===== config.mk =====
export PLATFORM = sky130hd
export DESIGN_NAME = led_pwm_flat
export DESIGN_NICKNAME = d
export VERILOG_FILES = /design/src/rtl/led_pwm_if.sv /design/src/rtl/led_pwm.sv /design/src/flat_wrapper.sv
export SDC_FILE = /design/constraint.sdc
export NUM_CORES = 1
export LEC_CHECK = 0
export CAP_MARGIN = 20
export CORE_MARGIN = 4
export CORE_UTILIZATION = 45
export CTS_BUF_LIST = sky130_fd_sc_hd__clkbuf_2 sky130_fd_sc_hd__clkbuf_4 sky130_fd_sc_hd__clkbuf_8
export DETAILED_ROUTE_END_ITERATION = 8
export PLACE_DENSITY = 0.64
export SLEW_MARGIN = 25
export SYNTH_ARGS = -nofsm -noshare
export SYNTH_HDL_FRONTEND = slang
export SYNTH_SLANG_ARGS = --single-unit

===== constraint.sdc =====
create_clock -name clk -period 2.5 [get_ports clk]
set_input_delay 0.5 -clock clk [delete_from_list [all_inputs] [get_ports clk]]
set_output_delay 0.5 -clock clk [all_outputs]
set_load 0.005 [all_outputs]

===== src/rtl/led_pwm_if.sv =====
// Bus bundle for the LED PWM dimmer: run enable, duty load path and PWM/status outputs.
interface led_pwm_if #(
    parameter int CHANNELS = 8,
    parameter int RES      = 8
);
    logic                     en;
    logic                     load;
    logic [CHANNELS*RES-1:0]  duty;
    logic [CHANNELS-1:0]      pwm;
    logic                     period_tick;
    logic                     pending;

    modport master (
        output en, load, duty,
        input  pwm, period_tick, pending
    );

    modport slave (
        input  en, load, duty,
        output pwm, period_tick, pending
    );
endinterface


===== src/rtl/led_pwm.sv =====
// Multi-channel LED PWM dimmer with double-buffered duty values that switch only at
// period boundaries (or while disabled), so no pulse is ever truncated.
module led_pwm #(
    parameter int CHANNELS = 8,
    parameter int RES      = 8,
    parameter int PRESCALE = 1
) (
    input logic      clk,
    input logic      rstn,
    led_pwm_if.slave bus
);
    localparam int PW = (PRESCALE > 1) ? $clog2(PRESCALE) : 1;
    localparam logic [PW-1:0]  PRE_LAST   = PW'(PRESCALE - 1);
    // phase never reaches all-ones, which is what makes the maximum duty "always on"
    localparam logic [RES-1:0] PHASE_LAST = {{(RES-1){1'b1}}, 1'b0};

    logic [PW-1:0]                   pre_q, pre_d;
    logic [RES-1:0]                  phase_q, phase_d;
    logic [CHANNELS-1:0][RES-1:0]    shadow_q, shadow_d;
    logic [CHANNELS-1:0][RES-1:0]    active_q, active_d;
    logic [CHANNELS-1:0]             pwm_q, pwm_d;
    logic                            tick_q, tick_d;
    logic                            pending_q, pending_d;
    logic                            step, wrap, xfer;

    always_comb begin
        step      = bus.en && (pre_q == PRE_LAST);
        wrap      = step && (phase_q == PHASE_LAST);
        xfer      = wrap || !bus.en;

        pre_d     = '0;
        phase_d   = '0;
        shadow_d  = shadow_q;
        active_d  = active_q;
        pending_d = pending_q;
        pwm_d     = '0;
        tick_d    = wrap;

        if (bus.en) begin
            pre_d = step ? '0 : pre_q + PW'(1);
            if (wrap)
                phase_d = '0;
            else if (step)
                phase_d = phase_q + RES'(1);
            else
                phase_d = phase_q;
        end

        if (bus.load) begin
            shadow_d  = bus.duty;
            pending_d = 1'b1;
        end

        // a load coinciding with a transfer bypasses the shadow and never shows as pending
        if (xfer) begin
            active_d  = bus.load ? bus.duty : shadow_q;
            pending_d = 1'b0;
        end

        for (int unsigned i = 0; i < CHANNELS; i++)
            pwm_d[i] = bus.en && (phase_q < active_q[i]);
    end

    always_ff @(posedge clk or negedge rstn) begin
        if (!rstn) begin
            pre_q     <= '0;
            phase_q   <= '0;
            shadow_q  <= '0;
            active_q  <= '0;
            pwm_q     <= '0;
            tick_q    <= 1'b0;
            pending_q <= 1'b0;
        end else begin
            pre_q     <= pre_d;
            phase_q   <= phase_d;
            shadow_q  <= shadow_d;
            active_q  <= active_d;
            pwm_q     <= pwm_d;
            tick_q    <= tick_d;
            pending_q <= pending_d;
        end
    end

    assign bus.pwm         = pwm_q;
    assign bus.period_tick = tick_q;
    assign bus.pending     = pending_q;
endmodule


===== src/flat_wrapper.sv =====
// flat-port wrapper written by rule: the top's interface ports become plain ports
module led_pwm_flat 
#(
    parameter int CHANNELS = 8,
    parameter int RES      = 8,
    parameter int PRESCALE = 1
)
  (clk, rstn, bus_en, bus_load, bus_duty, bus_pwm, bus_period_tick, bus_pending);
  led_pwm_if #(.CHANNELS(CHANNELS), .RES(RES)) bus_i ();
  input logic clk;
  input logic rstn;
  input wire logic [$bits(bus_i.en)-1:0] bus_en;
  input wire logic [$bits(bus_i.load)-1:0] bus_load;
  input wire logic [$bits(bus_i.duty)-1:0] bus_duty;
  output wire logic [$bits(bus_i.pwm)-1:0] bus_pwm;
  output wire logic [$bits(bus_i.period_tick)-1:0] bus_period_tick;
  output wire logic [$bits(bus_i.pending)-1:0] bus_pending;
  assign bus_i.en = bus_en;
  assign bus_i.load = bus_load;
  assign bus_i.duty = bus_duty;
  assign bus_pwm = bus_i.pwm;
  assign bus_period_tick = bus_i.period_tick;
  assign bus_pending = bus_i.pending;
  led_pwm #(.CHANNELS(CHANNELS), .RES(RES), .PRESCALE(PRESCALE)) u_core (.clk(clk), .rstn(rstn), .bus(bus_i));
endmodule

=== Yosys cells after proc, flatten, opt, wreduce, memory -nomap -nowiden ===
Index checks and enable logic that the tools add are counted.

* Add/sub/neg operators: 2
* Order comparisons: 8
* Equal/unequal tests: 2
* Mux-type cells: 8
* Bitwise logic cells: 1
* Reduce and logical (&&, ||, !) cells: 13

{| class="wikitable"
|+ Operator list
! cell !! count
|-
| $lt 8x8->1 || 8
|-
| $mux 64 || 1
|-
| $mux 8 || 3
|-
| $logic_and 1x1->1 || 10
|-
| $add 8x1->8 const B || 1
|-
| $eq 8x8->1 const B || 1
|-
| $mux 1 || 4
|-
| $ne 3x1->1 const B || 1
|-
| $reduce_bool 2->1 || 1
|-
| $add 1x1->1 const B || 1
|-
| $logic_not 1->1 || 1
|-
| $logic_or 1x1->1 || 1
|-
| $not 1->1 || 1
|}

* Flip-flop bits (word level): 147
* Input port bits: 68
* Output and inout bits: 10
* Word-level logic and storage cells: 55

=== Depth between registers and ports, before layout ===
Gate-level depths: netlist of the first run.

* Depth in word-level cells: 5
* Mapped depth: 8
* Gate-level depth less buffers: 6

=== Least setup slack after synthesis of the first run ===
Ideal clock, no wire load.

* Path kind: reg2reg
* Start point: reg u_core.phase_q[0]
* End point: reg u_core.active_q[0] (netlist bit)
* Library setup time: 0.127 ns
* Data arrival time: 1.743 ns
* Required time: 2.373 ns
* Setup slack: 0.629 ns
* Cell stages (with the launch flop): 9
* Path buffers: 3
* Clock period less this slack: 1.871 ns
* Cells stage by stage: dfrtp_1 buf_2 inv_1 ha_1 nand4b_1 o21ai_2 buf_6 buf_6 mux2_1

* Longest elaborated chain between the ends: 3

{| class="wikitable"
|+ Ends and longest elaborated chain
! element !! RTL line !! text
|-
| from (decl) || led_pwm.sv:18 || <nowiki>logic [RES-1:0] phase_q, phase_d;</nowiki>
|-
| from (signal assigned) || led_pwm.sv:75 || <nowiki>phase_q <= phase_d;</nowiki>
|-
| $eq 8x8->1 || led_pwm.sv:28 || <nowiki>wrap = step && (phase_q == PHASE_LAST);</nowiki>
|-
| $logic_and 1x1->1 || led_pwm.sv:28 ||
|-
| $logic_or 1x1->1 || led_pwm.sv:29 || <nowiki>xfer = wrap || !bus.en;</nowiki>
|-
| to (signal assigned) || led_pwm.sv:77 || <nowiki>active_q <= active_d;</nowiki>
|-
| to (decl) || led_pwm.sv:20 || <nowiki>logic [CHANNELS-1:0][RES-1:0] active_q, active_d;</nowiki>
|}

No other way between the ends.
A chain may end at the register's enable or synchronous reset.

=== Worst setup path after layout of the first run ===
* Start point: reg u_core.phase_q[2]
* End point: reg u_core.active_q[28] (netlist bit)

The elaborated chain is that of the path after synthesis.

==> metrics.cfg, run 1 <==
[outcome]
status = complete, no violations

[critical_path]
rr_startpoint = u_core.phase_q[2]$_DFFE_PN0P_
required_ps = 2820
setup.worst_path.end = u_core.active_q[28]$_DFFE_PN0N_
crit_arrival_ps = 2360
critical_path_class = reg -> reg
cp-startpoint = u_core.phase_q[2]$_DFFE_PN0P_
end_kind = register
critPathLaunchType = register
r2r_end = u_core.active_q[28]$_DFFE_PN0N_
reg2reg_depth = 4
crit_fanout = 28
reg2reg_slack_ps = 460

[route]
vias = 4159
drtIter0Drc = 177
via_per_inst = 5.15
wl_met2_um = 6280
met3_wirelength_um = 476
m1WireLength_um = 5840
wire_per_inst_um = 15.9
drc = 0
top_layer_used = met4
antenna_left = 0
drt_wl_total_um = 12800
dr.pass1.iters = 4

[timing]
tns_ps = 0
hold_viol = 0
setup_viol = 0
tightest_slew_ps = 565
fin_crit_sh_pct = 81.5
slew_viol_final = 0
max_freq_ghz = 0.491
rsz0062_at_grt = false
skew_ps = 12.1
fin_crit_ps = 2040
slew_headroom_pct = 62.3
whs_ps = 487

[synth]
synthTopCellsByCount = dfrtp_1 (147), mux2_2 (112), inv_1 (64), ha_1 (58), mux2_1 (16)
synth_seq_cells = 147
synthCells = 518
synth_top_flop_cell = dfrtp_1
synth_edf_count = 0
netlist_area_sq_mm = 0.00690
yosysSeqAreaShare_pct = 53.3
synth_top_area_share_pct = 53.3
yosys_warnings = 0
synthTopCellsByArea = dfrtp_1 (53%), mux2_2 (18%), ha_1 (11%), inv_1 (3.5%), mux2_1 (2.6%)
async_flop_share_pct = 100
synth_cell_types = 41
synthesis.nets = 644
post-synth-top-area-cell = dfrtp_1
syn_area_per_cell_sq_um = 13.3
synth_most_common_cell = dfrtp_1

[die]
start_util_pct = 46.8
ios = 78
core_area_sq_mm = 0.0148
rows = 44
fp.dieW_um = 132
design.die.area_sq_mm = 0.0174
die_y_um = 132

[job]
drv_cap = 0

[global_route]
antenna_found_initial = 0
grt_pass1_vias = 4691
grt_max_degree = 66
grt-ovfl-total = 0
grt_use_total_pct = 16.2
grt_pass1_wl_um = 22600

[final_layout]
area_delta_synth_final_pct = 22.4
antenna_cells = 0
nNetsFinal = 738
final_cells = 807
layout-drive-gt1-share_pct = 26.0

[pwr]
peakVddDrop_v = 0.000494
p_leak_nw = 3.91
power.density_mw_per_mm2 = 681

[clocking]
clkSinkCount = 147
numCtsBuffers = 17
clkLatencyLatePin_ps = 440
clockBufferDepth = 2
htree_levels = 4
cts_tree = built
postCtsSetupBuffers = 0
clk_pin_slew_ps = 70
root_buffer = clkbuf_8

[placement]
gp_congestion = 0.763
port_buffers = 77
dp_cells = 776
dp_hpwl_um = 9040

[min_path]
worstHoldStart = u_core.active_q[16]$_DFFE_PN0N_
hp-class = reg -> reg

[per-stage QoR]
stage,power (W),setup slack [ps],instance area [sq um],utilization (%)
after floorplan,0.00327,629,6900,-
after global placement,0.00355,334,7950,53.9
after detailed placement,0.00361,297,7950,53.9
after CTS,0.00585,440,8450,57.3
after global routing,0.00608,382,8450,57.3
final,0.00575,461,8450,57.3
[kinds of logic (layout without fill, tap and decap cells)]
logic type | after synthesis | in the layout | synth area share, %
DFF | 147 | 147 | 53.3
muxes | 128 | 128 | 20.9
buffers and inverters | 81 | 186 | 5.08
adders and majority gates | 58 | 58 | 10.5
AOI/OAI and AO/OA | 55 | 55 | 6.09
and+or+nand+nor | 45 | 45 | 3.68
xor gates and xnor gates | 3 | 3 | 0.381
other | 1 | 1 | 0.0543
[power breakdown]
part	switching (W)	leakage (nW)	total, W	internal [W]
Clock	0.000829	0.240	0.00221	0.00138
Sequential	0.000110	1.74	0.00276	0.00265
Combinational	0.000343	1.93	0.000784	0.000441
Total	0.00128	3.91	0.00575	0.00447
[state kept, by name (all words and copies together) (netlist names)]
name,count
u_core.active_q,64
u_core.shadow_q,64
u_core.bus.pwm,8
u_core.phase_q,8
u_core.bus.pending,1
u_core.bus.period_tick,1
u_core.pre_q,1
[area by class of cell]
type / count / area [sq um]
fillers: 1242 / 6300
flip-flops and latches: 147 / 3680
multi-input cells: 290 / 2880
repair buffers: 92 / 932
clock buffers: 21 / 289
inverters: 64 / 240
well taps: 184 / 230
clock inverters: 9 / 200
[timing repair]
item | 4_1_cts | 5_1_grt
endpoints found under the hold margin | 39 | 0
hold buffers | 1 | 0
gates resized for setup | 0 | 0
[placed cells by master (no fill, tap or decap), types with 2 or more instances in the layout]
master             n
o2111ai_1         10
buf_4             10
nor2_1            12
a2111oi_0          6
and2_1             2
mux2_2           112
nand2_1           11
buf_12             4
a211oi_1           2
a21o_1             6
clkinvlp_4         2
nor2b_1            3
nand3_1            4
mux2_1            16
ha_1              58
dfrtp_1          147
or3b_2             2
nor4b_1            2
clkdlybuf4s50_1   75
a21oi_1           13
xor2_1             2
clkbuf_8          21
inv_1             64
o2111a_1           6
bufinv_16          6
o211ai_1           6
[layer usage]
metal / global-route usage [%] / vias to the layer above
met5: 0 / -
met4: 5.95 / 0
met3: 4.69 / 21
met2: 26.8 / 72
met1: 20.2 / 2054
li1: - / 2012
[critical path, cell delays in order (launching register included)]
cell     delay (ps)
dfrtp_1         700
nand4_4         230
o21ai_4         230
buf_4           360
mux2_2          380
[worst min path at each step]
stage | endpoint | depth (start not counted)
after detailed placement | u_core.active_q[53]$_DFFE_PN0N_ | 1
after CTS | u_core.active_q[10]$_DFFE_PN0N_ | 1
after global placement | u_core.shadow_q[55]$_DFF_PN0_ | 1
final | u_core.active_q[16]$_DFFE_PN0N_ | 1
after global routing | u_core.shadow_q[52]$_DFF_PN0_ | 1
after floorplan | u_core.active_q[0]$_DFFE_PN0N_ | 0
(Power assumes the default switching activity.)
==> run 2, diff against run 1 <==
==> constraint.sdc (replaced) <==
create_clock -name clk -period 1.9 [get_ports clk]
set_input_delay 0.38 -clock clk [delete_from_list [all_inputs] [get_ports clk]]
set_output_delay 0.38 -clock clk [all_outputs]
set_load 0.005 [all_outputs]
==> run 2 against run 1 <==
  * Sequential share of layout area decreased by 0.83 points
  * Cell count up 1.9%
  * Core utilization increased by 1.1 points
  * First-iteration DRC count is 28% lower
==> metrics.cfg, run 2 (same netlist as run 1, synthesis figures left out) <==
[outcome]
status = complete, no violations

[critical_path]
end_kind = register
required_ps = 2230  ; -590 ps
crit_chain = inv_1 -> ha_1 -> nand4b_1 -> o21ai_4 -> buf_12 -> clkbuf_16 -> mux2_1
crit_fanout = 18  ; -36%
critPathLaunchType = register
worst_path_largest_cell_delay_ps = 390  ; -310 ps
critical_path_class = reg -> reg
cpLargestDelayFamily = buffers and inverters
reg2reg_slack_ps = 50  ; -410 ps
slowest_stage = dfrtp_1
crit_arrival_ps = 2170  ; -190 ps
cp.buffers_inverters = 3  ; +2

[timing]
hold_viol = 0  ; unchanged
slew_headroom_pct = 68.4  ; +6.0 points
tns_ps = 0  ; unchanged
fin_crit_ps = 1850  ; -190 ps
finalWorstSetupSlack_ps = 51.7  ; -410 ps
slew_viol_final = 0  ; unchanged
tightest_slew_ps = 463  ; -102 ps
fin_crit_sh_pct = 97.3  ; +16 points
skew_ps = 11.9  ; -0.147 ps
rsz0062_at_grt = true
setup_viol = 0  ; unchanged
max_freq_ghz = 0.541  ; +10%

[pwr]
pwr-share-comb_pct = 14.9  ; +1.3 points
p_seq_share_pct = 49.4  ; +1.5 points
swShare_pct = 24.0  ; +1.7 points
peakVddDrop_v = 0.000396  ; -20%
power.density_mw_per_mm2 = 851  ; +25%
p_leak_nw = 4.00  ; +2.2%
switchingPower_w = 0.00176  ; +37%
internal_power_w = 0.00558  ; +25%
clkPwrFrac_pct = 35.7  ; -2.8 points

[global_route]
grt_max_degree = 54  ; -18%
grt_pass1_vias = 4741  ; +1.1%
antenna_found_initial = 0  ; unchanged
grt-ovfl-total = 0  ; unchanged
grt_use_total_pct = 16.4  ; +0.20 points
grt_pass1_wl_um = 22700  ; +0.27%

[final_layout]
final_common_cell = dfrtp_1
antenna_cells = 0  ; unchanged
reg.largest.list = u_core.active_q: 64 flops, u_core.shadow_q: 64 flops
layout-drive-gt1-share_pct = 28.7  ; +2.7 points
area_delta_synth_final_pct = 24.9
nNetsFinal = 753  ; +2.0%
stdcell_area_sq_mm = 0.00862  ; +2.0%
final_cell_mix = dfrtp_1 (146), mux2_2 (112), clkdlybuf4s50_1 (75)

[placement]
pre_cts_slack_ps = -13.4  ; -311 ps
port_buffers = 77  ; unchanged
dp_hpwl_um = 9390  ; +3.9%
gp_congestion = 0.826  ; +8.3%
place_area_sq_mm = 0.00806  ; +1.4%

[die]
rows = 44  ; unchanged
core_area_sq_mm = 0.0148  ; unchanged
start_util_pct = 46.8  ; unchanged
die_y_um = 132  ; unchanged
ios = 78  ; unchanged
fp.dieW_um = 132  ; unchanged
design.die.area_sq_mm = 0.0174  ; unchanged

[route]
wire_per_inst_um = 16.4  ; +3.2%
drt_wl_total_um = 13500  ; +5.1%
dr.pass1.iters = 4  ; unchanged
vias = 4260  ; +2.4%
antenna_left = 0  ; unchanged
drc = 0  ; unchanged
drtIter0Drc = 127  ; -28%
via_per_inst = 5.18  ; +0.56%

[clocking]
cts_tree = built
clk_pin_slew_ps = 80  ; about the same
clkLatencyLatePin_ps = 450  ; about the same
numCtsBuffers = 17  ; unchanged
clockBufferDepth = 2  ; unchanged
root_buffer = clkbuf_8
htree_levels = 4  ; unchanged
clkSinkCount = 147  ; unchanged

[min_path]
hp-class = in -> async

[job]
drv_cap = 0  ; unchanged

[run 2: cell count changes in the layout (fill, tap and decap cells not counted), moves of 3 or more]
cell	change
a2111oi_0	-4
buf_4	+8
buf_12	+4
a2111oi_2	+4
clkbuf_8	-3
[run 2: path summary, 6_finish.rpt]
check                           depth (start not counted)                        endpoint                      startpoint
worst min register to register                          1  u_core.active_q[5]$_DFFE_PN0N_  u_core.active_q[5]$_DFFE_PN0N_
worst max-delay path                                    7  u_core.active_q[1]$_DFFE_PN0N_   u_core.phase_q[0]$_DFFE_PN0P_
worst max register to register                          7  u_core.active_q[1]$_DFFE_PN0N_   u_core.phase_q[0]$_DFFE_PN0P_
worst min-delay path                                    2   u_core.shadow_q[54]$_DFF_PN0_                            rstn
min in group clk                                        4  u_core.bus.pending$_DFFE_PN0P_                        bus_load
max in group asynchronous                               3   u_core.shadow_q[49]$_DFF_PN0_                            rstn
[run 2: per-layer routing]
metal,vias to the layer above,track usage (%),routed length [um]
met4,0,7.70,291
met3,28,4.85,555
met2,92,26.1,6570
li1,2051,-,-
met1,2089,20.6,6070
met5,-,0,0
[run 2: power by group through the flow]
stage / Sequential, W / Combinational (W) / Clock, W
final: 0.00363 / 0.00109 / 0.00262
after global routing: 0.00367 / 0.00123 / 0.00283
after CTS: 0.00363 / 0.00108 / 0.00269
after detailed placement: 0.00369 / 0.00107 / 0
after floorplan: 0.00364 / 0.000659 / 0
after global placement: 0.00368 / 0.00102 / 0
[run 2: metrics by stage]
step / power, W / hold slack, ps / utilization, % / std cells
final: 0.00734 / 423 / 58.4 / 822
after global placement: 0.00470 / 334 / 54.6 / 786
after detailed placement: 0.00476 / 337 / 54.6 / 786
after floorplan: 0.00430 / 84.4 / - / 518
after global routing: 0.00774 / 435 / 58.4 / 822
after CTS: 0.00740 / 397 / 57.6 / 817
[run 2: layout make-up]
type	count	area [sq um]
clock buffer	20	263
timing repair buffer	107	1130
clock inverter	10	159
tap	184	230
fill	1217	6140
sequential	147	3680
inverter	64	240
multi-input combinational	290	2910
[run 2: worst reg2reg max path: cells and delay by family, from the launching register on]
family                     cells  cell delay, ps
AOI/OAI and AO/OA              1             230
DFF                            1             390
muxes                          1             330
adders and majority gates      1             160
and+or+nand+nor                1             210
buffers and inverters          3             400
[run 2: repair_timing]
action,in CTS,in global routing
gates resized for setup,0,11
hold endpoints to repair,41,0
hold buffers,1,0
setup buffers,0,3
endpoints found under the setup margin,0,43
